`src/rtl/bit_serializer.sv`:
```
// Parallel-to-serial feeder: a small word FIFO behind a valid/ready port, drained
// one bit per clock onto dout with no idle gap between back-to-back words.
module bit_serializer #(
    parameter int unsigned WIDTH      = 8,
    parameter int unsigned DEPTH      = 4,
    parameter bit          MSB_FIRST  = 1'b1,
    parameter logic        IDLE_LEVEL = 1'b1
) (
    input  logic                     clk,
    input  logic                     rst,
    input  logic                     in_valid,
    input  logic [WIDTH-1:0]         in_data,
    output logic                     in_ready,
    output logic                     dout,
    output logic                     dout_valid,
    output logic                     last_bit,
    output logic [$clog2(DEPTH):0]   fifo_count
);

    localparam int unsigned PTR_W = $clog2(DEPTH);
    localparam int unsigned FC_W  = PTR_W + 1;
    localparam int unsigned BC_W  = $clog2(WIDTH);

    localparam logic [FC_W-1:0] FULL_CNT = FC_W'(DEPTH);
    localparam logic [BC_W-1:0] LAST_IDX = BC_W'(WIDTH - 1);

    typedef enum logic {
        ST_IDLE,
        ST_SHIFT
    } state_t;

    logic [WIDTH-1:0] mem [DEPTH];
    logic [PTR_W-1:0] wr_ptr_q;
    logic [PTR_W-1:0] rd_ptr_q;
    logic [FC_W-1:0]  count_q;
    logic [FC_W-1:0]  count_d;

    state_t           state_q;
    state_t           state_d;
    logic [WIDTH-1:0] shreg_q;
    logic [WIDTH-1:0] shreg_d;
    logic [BC_W-1:0]  bitcnt_q;
    logic [BC_W-1:0]  bitcnt_d;
    logic             dout_d;
    logic             dout_valid_d;
    logic             last_bit_d;

    logic             push;
    logic             pop;
    logic [WIDTH-1:0] head;

    // Bit that leaves the word first in the configured order.
    function automatic logic first_bit(input logic [WIDTH-1:0] w);
        return MSB_FIRST ? w[WIDTH-1] : w[0];
    endfunction

    // Word with its outgoing bit removed, remaining bits moved toward the exit end.
    function automatic logic [WIDTH-1:0] advance(input logic [WIDTH-1:0] w);
        return MSB_FIRST ? {w[WIDTH-2:0], 1'b0} : {1'b0, w[WIDTH-1:1]};
    endfunction

    // Space is judged on the registered count only, so a same-cycle pop never admits a write.
    assign in_ready   = !rst && (count_q != FULL_CNT);
    assign push       = in_valid && in_ready;
    assign head       = mem[rd_ptr_q];
    assign fifo_count = count_q;

    // Shifter next-state and output decode.
    always_comb begin
        state_d      = state_q;
        shreg_d      = shreg_q;
        bitcnt_d     = bitcnt_q;
        dout_d       = IDLE_LEVEL;
        dout_valid_d = 1'b0;
        last_bit_d   = 1'b0;
        pop          = 1'b0;

        unique case (state_q)
            ST_IDLE: begin
                if (count_q != '0) begin
                    pop          = 1'b1;
                    dout_d       = first_bit(head);
                    dout_valid_d = 1'b1;
                    shreg_d      = advance(head);
                    bitcnt_d     = LAST_IDX;
                    state_d      = ST_SHIFT;
                end
            end
            ST_SHIFT: begin
                if (bitcnt_q != '0) begin
                    dout_d       = first_bit(shreg_q);
                    dout_valid_d = 1'b1;
                    last_bit_d   = (bitcnt_q == BC_W'(1));
                    shreg_d      = advance(shreg_q);
                    bitcnt_d     = bitcnt_q - BC_W'(1);
                end else if (count_q != '0) begin
                    // Chain straight into the next queued word: no idle bit between words.
                    pop          = 1'b1;
                    dout_d       = first_bit(head);
                    dout_valid_d = 1'b1;
                    shreg_d      = advance(head);
                    bitcnt_d     = LAST_IDX;
                end else begin
                    state_d      = ST_IDLE;
                end
            end
            default: begin
                state_d = ST_IDLE;
            end
        endcase
    end

    // FIFO occupancy update.
    always_comb begin
        count_d = count_q;
        unique case ({push, pop})
            2'b10:   count_d = count_q + FC_W'(1);
            2'b01:   count_d = count_q - FC_W'(1);
            default: count_d = count_q;
        endcase
    end

    // Control and output registers.
    always_ff @(posedge clk or posedge rst) begin
        if (rst) begin
            state_q    <= ST_IDLE;
            shreg_q    <= '0;
            bitcnt_q   <= '0;
            dout       <= IDLE_LEVEL;
            dout_valid <= 1'b0;
            last_bit   <= 1'b0;
            wr_ptr_q   <= '0;
            rd_ptr_q   <= '0;
            count_q    <= '0;
        end else begin
            state_q    <= state_d;
            shreg_q    <= shreg_d;
            bitcnt_q   <= bitcnt_d;
            dout       <= dout_d;
            dout_valid <= dout_valid_d;
            last_bit   <= last_bit_d;
            count_q    <= count_d;
            if (push) begin
                wr_ptr_q <= wr_ptr_q + PTR_W'(1);
            end
            if (pop) begin
                rd_ptr_q <= rd_ptr_q + PTR_W'(1);
            end
        end
    end

    // Word storage needs no reset; occupancy is tracked by the pointers and count.
    always_ff @(posedge clk) begin
        if (push) begin
            mem[wr_ptr_q] <= in_data;
        end
    end

endmodule

```
`config.mk`:
```
export PLATFORM = sky130hd
export DESIGN_NAME = bit_serializer
export DESIGN_NICKNAME = d
export VERILOG_FILES = /design/src/rtl/bit_serializer.sv
export SDC_FILE = /design/constraint.sdc
export NUM_CORES = 1
export LEC_CHECK = 0
export CORE_AREA = 2 2 64 72
export CTS_BUF_LIST = sky130_fd_sc_hd__clkbuf_2
export CTS_CLUSTER_DIAMETER = 30
export DETAILED_ROUTE_END_ITERATION = 16
export DIE_AREA = 0 0 66 74
export GPL_TIMING_DRIVEN = 1
export PLACE_DENSITY_LB_ADDON = 0.12
export SLEW_MARGIN = 30
export SYNTH_ARGS = -nofsm -noshare
export SYNTH_HDL_FRONTEND = slang
export SYNTH_SLANG_ARGS = --single-unit
```
`constraint.sdc`:
```
create_clock -name clk -period 5.7 [get_ports clk]
set_input_delay 1.14 -clock clk [delete_from_list [all_inputs] [get_ports clk]]
set_output_delay 1.14 -clock clk [all_outputs]
set_load 0.02 [all_outputs]
```
==> results by group, run 1 <==
Die
  – Rows: 25
  – Die height: 74 um
  – Top Ports: 18
  – Initial core utilization: 53.49%
  – Core area: 0.004192 mm2
  – Die ar.: 0.004884 mm2
  – Die width: approximately 66 um

Hold path
  – Hold WC Path Type: register to register

Placed design
  – Hpwl dp: 2.465 mm
  – IO Port Bufs: 17
  – RePlAce Congestion: just over 0.7
  – DP Area: 0.002449 mm2

Critical path
  – Startpoint Class: primary input
  – CP cell instances: clkdlybuf4s50_1 -> a21oi_1 -> clkdlybuf4s50_1
  – Crit Path Max Fanout: 3
  – Critical path class: primary input to output port
  – Crit end category: output port
  – Max incr delay on CP: 0.61 ns
  – Buf/Inv on CP: 2
  – Critical-path top delay cell: clkdlybuf4s50_1
  – Crit path required time: 4.56 ns
  – Family with the most delay on the worst path: buffers and inverters
  – Most used cell along the critical path: clkdlybuf4s50_1
  – CP arrival: about 2.3 ns

Clock network
  – CTS Root Cell: clkbuf_2
  – Worst-Skew Late Latency: approximately 0.4 ns
  – CTS Sinks: 53
  – Deepest clock path buffer count: 2
  – Post-CTS setup buffers: 0
  – H-tree depth: 2
  – Quantity of hold-fixing buffers added after cts: 0
  – Clk slew on worst S/H paths: 0.24 ns
  – Post-CTS sizing: 0
  – TritonCTS buffer count: 5
  – CTS tree: done

Synthesis
  – Main combinational cell family by area after synthesis: multiplexers
  – Post-synth EDFFs: 32
  – Top cells by area, synth: edfxtp_1 43%, dfrtp_1 22%, mux4_1 8.2%
  – Post-Synth XOR/XNOR Area: 2.344%
  – Post-Syn Nets: 155
  – Post-synthesis mux area share: 10.21%
  – Post-Synthesis Cells: around 140
  – Syn avg cell area: approximately 17 um2
  – Compound-gate portion of the synthesized area: 6.194%
  – Yosys top cell area share: 42.86%
  – Synth cell types: 34
  – Yosys warns: 0
  – Mapped cell area: 0.002242 mm2
  – Most frequent cell after synthesis: edfxtp_1
  – Synth Area in Simple Gates: 5.971%
  – Async SR Flop Fraction: 39.62%
  – #FFs+latches synth: 53
  – Commonest cells post-synth: 32 x edfxtp_1, 20 x dfrtp_1, 12 x inv_1
  – Synth area leader: edfxtp_1
  – Adder-Cell Fraction of Synth Area: around 5.4%
  – Synth Flop Type: edfxtp_1
  – Seq/Total Area, Yosys: 66.35%

Global routing
  – Initial antenna violation count: 0
  – First-pass GRT wire length: 5.851 mm
  – Remaining Overflow, GRT: 0
  – Largest net degree at the start of global routing: 22
  – Vias in the first global route: 1221
  – Gr usage total: 16.74%

Detailed routing
  – DRC viols: 0
  – Post-route ant nets: 0
  – Number of DRC markers in iteration 0: 44
  – TritonRoute pass-1 iters: 4
  – Routed len/inst: 17.02 um
  – Total number of vias: 1149
  – Drt via density: about 5.5
  – Total Wirelength: 3.558 mm

STA
  – Slew margin rel.: 43.54%
  – Worst Tran Pin Value: 0.8469 ns
  – Clock Skew: 0.01024 ns
  – Crit share post-route: 61.03%
  – TNS Setup: 0 ns
  – RSZ-0062 raised after global routing: false
  – Minimum clock period: approximately 3.5 ns
  – Final count of hold timing violations: 0
  – Final Slew Violations: 0
  – Final setup vio count: 0
  – Max Freq: between 200 and 300 MHz

Layout
  – Fillers: 327
  – Number of antenna diodes: 0
  – Syn-to-layout area delta: 11.05%
  – Share of layout cells above drive strength 1: about 9.7%
  – Cell area after layout: 0.002490 mm2
  – Final nets: between 150 and 200

Status
  – Status: complete, no violations

Run
  – Max cap viols: 0

Power
  – Pwr per Cell Area: ~440 mW/mm2
  – Worst VDD drop: approximately 180 uV
  – Lkg Pwr: 1.001 nW
power breakdown:
part           total [W]  internal [W]  switching (W)
sequential      0.000575      0.000497      0.0000786
combinational   0.000374      0.000196       0.000178
clock           0.000137     0.0000306       0.000107
cells by family after synthesis:
kind of cell	count (synthesis)
adders and majority gates	9
AOI/OAI and AO/OA	16
xor gates and xnor gates	6
buffers and inverters	18
and+or+nand+nor	23
muxes	10
DFF	53
layout make-up:
cell class | count | area, um2 | area share [%]
Clock buffer | 6 | 30.03 | 1.206
Tap cell | 54 | 67.56 | 2.714
Inverter | 13 | 48.80 | 1.960
Multi-Input combinational cell | 64 | 674.4 | 27.09
Clock inverter | 2 | 11.26 | 0.4523
Sequential cell | 53 | 1488 | 59.75
Timing Repair Buffer | 17 | 170.2 | 6.834
registers in the layout (all words and copies together) (netlist names):
| name | flops |
|---|---|
| state_q | 1 |
| dout | 1 |
| shreg_q | 8 |
| fifo_count | 3 |
| last_bit | 1 |
| mem | 32 |
| bitcnt_q | 3 |
| wr_ptr_q | 2 |
| rd_ptr_q | 2 |
routing by layer:
layer  GRT usage [%]  part of all wire [%]
met2           29.18                    54
met3           4.539                   2.9
met1           21.14                    42
met5               0                     0
met4           4.082                   1.1
through the flow:
| step | power [W] | std cells | util (%) | hold slack [ns] | worst slack (ns) |
|---|---|---|---|---|---|
| 6_report | 0.001086 | 209 | 59.40 | 0.5343 | 2.221 |
| 5_1_grt | 0.001159 | 209 | 59.40 | 0.5619 | 2.158 |
| 4_1_cts | 0.001100 | 209 | 59.40 | 0.5434 | 2.209 |
| 3_5_place_dp | 0.0009644 | 201 | 58.42 | 0.4850 | 2.217 |
| 3_3_place_gp | 0.0009369 | 201 | 58.42 | 0.4748 | 2.236 |
| 2_1_floorplan | 0.0008477 | 135 | - | 0.4449 | 3.080 |
cell usage in the layout, fill, tap and decap left out, types with 2 or more instances in the layout:
cell	netlist	routed
edfxtp_1	32	32
dfrtp_1	20	20
xor2_1	3	3
inv_1	12	12
and3_1	7	7
nand2_1	4	4
xnor2_1	3	3
mux4_1	7	7
clkdlybuf4s50_1	0	17
mux2_2	2	2
a21oi_1	2	2
a221o_1	7	7
nor2_1	2	2
clkbuf_2	0	6
and2_1	5	5
ha_1	8	8
final timing paths:
check | depth (start not counted) | slack [ns] | from | endpoint
setup / recovery | 3 | 2.22 | rst | in_ready
setup reg to reg | 11 | 3.31 | bitcnt_q[0]$_DFF_PP0_ | fifo_count[2]$_DFFE_PP0P_
max in group asynchronous | 2 | 4.01 | rst | wr_ptr_q[1]$_DFFE_PP0P_
hold reg to reg | 1 | 0.53 | shreg_q[0]$_DFF_PP0_ | shreg_q[0]$_DFF_PP0_
min in group asynchronous | 2 | 1.21 | rst | shreg_q[5]$_DFF_PP0_
hold / removal | 1 | 0.53 | shreg_q[0]$_DFF_PP0_ | shreg_q[0]$_DFF_PP0_
(Power assumes the default switching activity.)
==> run 2, diff against run 1 <==
==> constraint.sdc (replaced) <==
create_clock -name clk -period 3.25 [get_ports clk]
set_input_delay 0.65 -clock clk [delete_from_list [all_inputs] [get_ports clk]]
set_output_delay 0.65 -clock clk [all_outputs]
set_load 0.02 [all_outputs]
==> run 2 against run 1 <==
Sequential cell count stayed put. Non-clock buffer count grew 1. Clock power grew 79%. First-iteration DRC count up 48%. Sequential power up 74%. Worst setup slack worse by 1.5 ns. Critical path depth is the same. Critical path type unchanged. Global-route usage is 0.13 points lower.
==> results by group, run 2 (synthesized netlist as in run 1, its figures left out) <==
Detailed routing
  – TritonRoute pass-1 iters: 4 (unchanged)
  – Routed len/inst: 16.25 um (-4.6%)
  – Total Wirelength: 3.412 mm (-4.1%)
  – Post-route ant nets: 0 (unchanged)
  – DRC viols: 0 (unchanged)
  – Drt via density: 5.429 (-1.3%)
  – Number of DRC markers in iteration 0: 65 (+48%)
  – Total number of vias: 1140 (-0.78%)

Clock network
  – Quantity of hold-fixing buffers added after cts: 0 (unchanged)
  – Clk slew on worst S/H paths: 0.24 ns (about the same)
  – CTS Sinks: 53 (unchanged)
  – Worst-Skew Late Latency: 0.40 ns (about the same)
  – Post-CTS sizing: 0 (unchanged)
  – CTS tree: done
  – Deepest clock path buffer count: 2 (unchanged)
  – Post-CTS setup buffers: 0 (unchanged)
  – CTS Root Cell: clkbuf_2
  – H-tree depth: 2 (unchanged)
  – TritonCTS buffer count: 5 (unchanged)

Layout
  – Biggest regs: mem: 32 flops, shreg_q: 8 flops
  – Most common cell after layout, fill and taps aside: edfxtp_1
  – Fillers: 331 (+1.2%)
  – Share of layout cells above drive strength 1: 9.615% (-0.062 points)
  – Reg with most FFs: mem
  – Most frequent cells in the layout: 32 x edfxtp_1, 20 x dfrtp_1, 17 x clkdlybuf4s50_1
  – Number of antenna diodes: 0 (unchanged)
  – Multi-input logic area: 674.4 um2 (unchanged)
  – Final nets: 175 (+0.57%)
  – Register Area: 0.001488 mm2 (unchanged)
  – Syn-to-layout area delta: 11.38%
  – Number of flip-flops in the largest register: 32 (unchanged)
  – Post-Layout Cell Count: 210 (+0.48%)

Power
  – Lkg Pwr: 1.008 nW (+0.72%)
  – Pwr per Cell Area: 762.7 mW/mm2 (+75%)
  – Worst VDD drop: 380.2 uV (+120%)

STA
  – Slew margin rel.: 46.39% (+2.8 points)
  – Final Slew Violations: 0 (unchanged)
  – Final count of hold timing violations: 0 (unchanged)
  – RSZ-0062 raised after global routing: false
  – Max Freq: between 300 and 400 MHz
  – Worst Tran Pin Value: 0.8033 ns (-0.04363 ns)
  – Final setup vio count: 0 (unchanged)
  – Minimum clock period: approximately 2.5 ns
  – TNS Setup: 0 ns (unchanged)
  – Crit share post-route: between 70% and 80%
  – Clock Skew: 0.008235 ns (-0.002001 ns)

Global routing
  – Remaining Overflow, GRT: 0 (unchanged)
  – Gr usage total: 16.61% (-0.13 points)
  – First-pass GRT wire length: 5.865 mm (+0.24%)
  – Initial antenna violation count: 0 (unchanged)
  – Largest net degree at the start of global routing: 22 (unchanged)
  – Vias in the first global route: 1189 (-2.6%)

Critical path
  – Critical path class: primary input to output port
  – Buf/Inv on CP: 2 (unchanged)
  – Flop-to-flop setup slack: 0.93 ns (-2.38 ns)
  – Critical R2R Capture: fifo_count[2]$_DFFE_PP0P_
  – Startpoint Class: primary input
  – Worst Reg-to-Reg Cells: 11 (unchanged)
  – Crit path required time: 2.60 ns (-1.96 ns)
  – Crit Path Max Fanout: 3 (unchanged)
  – CP arrival: 1.86 ns (-0.48 ns)
  – Family with the most delay on the worst path: buffers and inverters
  – CP cell instances: clkdlybuf4s50_1 -> a21oi_1 -> clkdlybuf4s50_1
  – Most used cell along the critical path: clkdlybuf4s50_1
  – Max incr delay on CP: 0.61 ns (about the same)
  – Reg2reg start: bitcnt_q[1]$_DFF_PP0_
  – Crit end category: output port
  – Critical-path top delay cell: clkdlybuf4s50_1

Die
  – Die height: 74 um (unchanged)
  – Initial core utilization: 53.49% (unchanged)
  – Die width: 66 um (unchanged)
  – Die ar.: 0.004884 mm2 (unchanged)
  – Core area: 0.004192 mm2 (unchanged)
  – Top Ports: 18 (unchanged)
  – Rows: 25 (unchanged)

Run
  – Max cap viols: 0 (unchanged)

Status
  – Status: complete, no violations

Hold path
  – Hold Path Sink: last_bit$_DFF_PP0_
  – Hold Startpoint: bitcnt_q[2]$_DFF_PP0_
  – Hold WC Path Type: register to register
  – Hold Path Stages: 1 (unchanged)

Placed design
  – RePlAce Congestion: 0.7327 (+0.69%)
  – IO Port Bufs: 17 (unchanged)
  – Dpl cells: 202 (+0.50%)
  – Hpwl dp: 2.373 mm (-3.7%)
[run 2: cell types whose count changed in the layout (fill, tap and decap cells not counted), sizes merged]
cell	before	now
inv	13	14
clkinv	1	2
buf	0	1
clkbuf	6	5
clkinvlp	1	0
[run 2: worst max path at each step]
| stage | endpoint | start | depth (start not counted) |
|---|---|---|---|
| floorplan | fifo_count[2]$_DFFE_PP0P_ | bitcnt_q[0]$_DFF_PP0_ | 11 |
| global route | in_ready | rst | 3 |
| global placement | fifo_count[1]$_DFFE_PP0P_ | in_valid | 8 |
| finish | in_ready | rst | 3 |
| detailed placement | fifo_count[1]$_DFFE_PP0P_ | in_valid | 8 |
| CTS | in_ready | rst | 3 |
[run 2: power breakdown]
group          leakage [nW]  switching (W)  internal, W
registers             0.548       0.000132     0.000871
clock network        0.0284       0.000193    0.0000517
logic                 0.432       0.000310     0.000347
total                  1.01       0.000636      0.00127
[run 2: area by class of cell]
cell class | instances | share of cell area (%)
flip-flops and latches | 53 | 59.57
multi-input cells | 64 | 27.00
repair buffers | 18 | 7.114
well taps | 54 | 2.705
inverters | 13 | 1.954
clock buffers | 5 | 1.002
clock inverters | 3 | 0.6513
[run 2: stage by stage]
step | util, % | instance area [um2] | worst slack, ns | hold WS, ns | total power (W)
floorplan | - | 2242 | 1.191 | 0.4449 | 0.001487
global placement | 58.60 | 2456 | 0.7416 | 0.4776 | 0.001645
detailed placement | 58.60 | 2456 | 0.6143 | 0.4945 | 0.001690
CTS | 59.58 | 2497 | 0.7327 | 0.5406 | 0.001931
global route | 59.58 | 2497 | 0.6955 | 0.5478 | 0.002045
finish | 59.58 | 2497 | 0.7408 | 0.5327 | 0.001905
[run 2: routing by layer]
layer	vias to the layer above	routed length, um	track usage [%]
li1	547	-	-
met2	16	1793	27.95
met1	575	1510	21.56
met3	2	85	4.539
met4	0	22	4.762
met5	-	0	0
==> run 3, diff against run 2 <==
==> constraint.sdc (replaced) <==
create_clock -name clk -period 2.4 [get_ports clk]
set_input_delay 0.48 -clock clk [delete_from_list [all_inputs] [get_ports clk]]
set_output_delay 0.48 -clock clk [all_outputs]
set_load 0.02 [all_outputs]
==> run 3 against run 2 <==
Worst hold slack got worse by 0.090 ns. Critical endpoint unchanged. Combinational power is 42% higher. Wire length is 5.5% higher.
==> results by group, run 3 (synthesized netlist as in run 1, its figures left out) <==
Status
  – Status: complete, no violations

Critical path
  – Max incr delay on CP: 0.63 ns (+0.02 ns)
  – Family with the most delay on the worst path: buffers and inverters
  – Crit end category: output port
  – CP cell instances: nor2_1 -> a21oi_1 -> clkdlybuf4s50_1
  – Worst Reg-to-Reg Cells: 11 (unchanged)
  – Buf/Inv on CP: 1 (-1)
  – Reg2reg start: bitcnt_q[0]$_DFF_PP0_
  – Critical path class: register to output port
  – Critical R2R Capture: fifo_count[2]$_DFFE_PP0P_
  – Crit Path Max Fanout: 5 (+2)
  – Startpoint Class: register
  – CP arrival: 1.75 ns (-0.11 ns)
  – Critical-path top delay cell: clkdlybuf4s50_1
  – Flop-to-flop setup slack: 0.26 ns (-0.67 ns)
  – Crit path required time: 1.92 ns (-0.68 ns)

Clock network
  – Quantity of hold-fixing buffers added after cts: 0 (unchanged)
  – TritonCTS buffer count: 5 (unchanged)
  – CTS Root Cell: clkbuf_2
  – Clk slew on worst S/H paths: 0.22 ns (-0.02 ns)
  – CTS Sinks: 53 (unchanged)
  – Deepest clock path buffer count: 2 (unchanged)
  – H-tree depth: 2 (unchanged)
  – CTS tree: done
  – Worst-Skew Late Latency: 0.41 ns (about the same)

Die
  – Die height: 74 um (unchanged)
  – Die ar.: 0.004884 mm2 (unchanged)
  – Initial core utilization: 53.49% (unchanged)
  – Rows: 25 (unchanged)
  – Die width: 66 um (unchanged)
  – Core area: 0.004192 mm2 (unchanged)
  – Top Ports: 18 (unchanged)

Layout
  – Number of antenna diodes: 0 (unchanged)
  – Most frequent cells in the layout: 32 x edfxtp_1, 20 x dfrtp_1, 17 x clkdlybuf4s50_1
  – Most common cell after layout, fill and taps aside: edfxtp_1
  – Fillers: 333 (+0.60%)
  – Register Area: 0.001488 mm2 (unchanged)
  – Multi-input logic area: 676.9 um2 (+0.37%)
  – Biggest regs: mem: 32 flops, shreg_q: 8 flops
  – Cell area after layout: 0.002545 mm2 (+1.9%)
  – Syn-to-layout area delta: 13.50%
  – Number of flip-flops in the largest register: 32 (unchanged)
  – Final nets: 181 (+3.4%)
  – Reg with most FFs: mem
  – Post-Layout Cell Count: 216 (+2.9%)
  – Share of layout cells above drive strength 1: 14.20% (+4.6 points)

Hold path
  – Hold WC Path Type: primary input to asynchronous set/reset pin

Global routing
  – Vias in the first global route: 1193 (+0.34%)
  – Remaining Overflow, GRT: 0 (unchanged)
  – First-pass GRT wire length: 5.885 mm (+0.34%)
  – Gr usage total: 16.98% (+0.37 points)
  – Initial antenna violation count: 0 (unchanged)
  – Largest net degree at the start of global routing: 22 (unchanged)

Placed design
  – Place WS: 0.1612 ns (-0.4531 ns)
  – DP Area: 0.002486 mm2 (+1.2%)
  – RePlAce Congestion: 0.7398 (+0.97%)
  – Dpl cells: 206 (+2.0%)
  – Hpwl dp: 2.474 mm (+4.2%)
  – IO Port Bufs: 17 (unchanged)

Detailed routing
  – Total Wirelength: 3.601 mm (+5.5%)
  – Total number of vias: 1203 (+5.5%)
  – Drt via density: 5.569 (+2.6%)
  – DRC viols: 0 (unchanged)
  – Routed len/inst: 16.67 um (+2.6%)
  – Post-route ant nets: 0 (unchanged)
  – TritonRoute pass-1 iters: 4 (unchanged)
  – Number of DRC markers in iteration 0: 98 (+51%)

STA
  – Final count of hold timing violations: 0 (unchanged)
  – Max Freq: 447.9 MHz
  – Final worst setup slack: 0.1674 ns (-0.5735 ns)
  – Final setup vio count: 0 (unchanged)
  – Clock Skew: 0.01042 ns (+0.002182 ns)
  – Crit share post-route: 93.03%
  – Worst Tran Pin Value: 0.5504 ns (-0.2528 ns)
  – TNS Setup: 0 ns (unchanged)
  – RSZ-0062 raised after global routing: false
  – Final Slew Violations: 0 (unchanged)
  – Slew margin rel.: 63.30% (+17 points)
  – Minimum clock period: between 2 and 2.5 ns

Power
  – Total chip power: 0.002616 W (+37%)
  – Lkg Pwr: 1.037 nW (+2.9%)
  – Worst VDD drop: 528.3 uV (+39%)
  – Pwr per Cell Area: 1028 mW/mm2 (+35%)

Run
  – Max cap viols: 0 (unchanged)
==> run 3: metrics by stage <==
| stage | hold slack [ns] | utilization [%] |
|---|---|---|
| after floorplan | 0.4449 | - |
| after global placement | 0.4777 | 59.31 |
| after detailed placement | 0.4723 | 59.31 |
| after CTS | 0.4322 | 60.30 |
| after global routing | 0.4072 | 60.72 |
| final | 0.4424 | 60.72 |
==> run 3: power by group <==
part | internal (W) | total, W | switching [W]
logic | 0.000496 | 0.000934 | 0.000438
clock network | 0.0000726 | 0.000319 | 0.000247
registers | 0.00118 | 0.00136 | 0.000182
==> run 3: layout make-up <==
cell class / count / area share [%]
Inverter: 13 / 1.917
Clock buffer: 6 / 1.180
Timing Repair Buffer: 24 / 8.751
Sequential cell: 53 / 58.46
Tap cell: 54 / 2.655
Multi-Input combinational cell: 64 / 26.60
Clock inverter: 2 / 0.4425
==> run 3: what timing repair did <==
item | 4_1_cts | 5_1_grt
gates resized for setup | 0 | 1
setup endpoints to repair | 0 | 1
setup buffers | 0 | 2
==> run 3: worst register-to-register path, stage by stage (launching register included) <==
cell     delay (ns)
dfrtp_1        0.43
inv_1          0.11
ha_1           0.19
nor2b_2        0.18
o21ai_2        0.08
inv_2          0.08
ha_1           0.17
inv_1          0.06
fa_1           0.37
xor2_1         0.15
nor2_1         0.11
xor2_1         0.16
==> run 3: how the worst max path moves through the flow <==
| stage | start | end | slack, ns | depth (start not counted) |
|---|---|---|---|---|
| after global placement | in_valid | fifo_count[2]$_DFFE_PP0P_ | 0.22 | 10 |
| after detailed placement | bitcnt_q[0]$_DFF_PP0_ | fifo_count[2]$_DFFE_PP0P_ | 0.16 | 11 |
| after global routing | bitcnt_q[0]$_DFF_PP0_ | fifo_count[2]$_DFFE_PP0P_ | 0.04 | 11 |
| final | fifo_count[0]$_DFFE_PP0P_ | in_ready | 0.17 | 3 |
| after CTS | bitcnt_q[0]$_DFF_PP0_ | fifo_count[2]$_DFFE_PP0P_ | 0.12 | 11 |
| after floorplan | bitcnt_q[0]$_DFF_PP0_ | fifo_count[2]$_DFFE_PP0P_ | 0.34 | 11 |
==> run 3: layer usage <==
metal | wire length, um | track usage (%) | vias up
met4 | 60 | 6.122 | 0
met2 | 1954 | 28.17 | 26
met1 | 1456 | 22.02 | 611
li1 | - | - | 560
met3 | 129 | 4.387 | 6
met5 | 0 | 0 | -
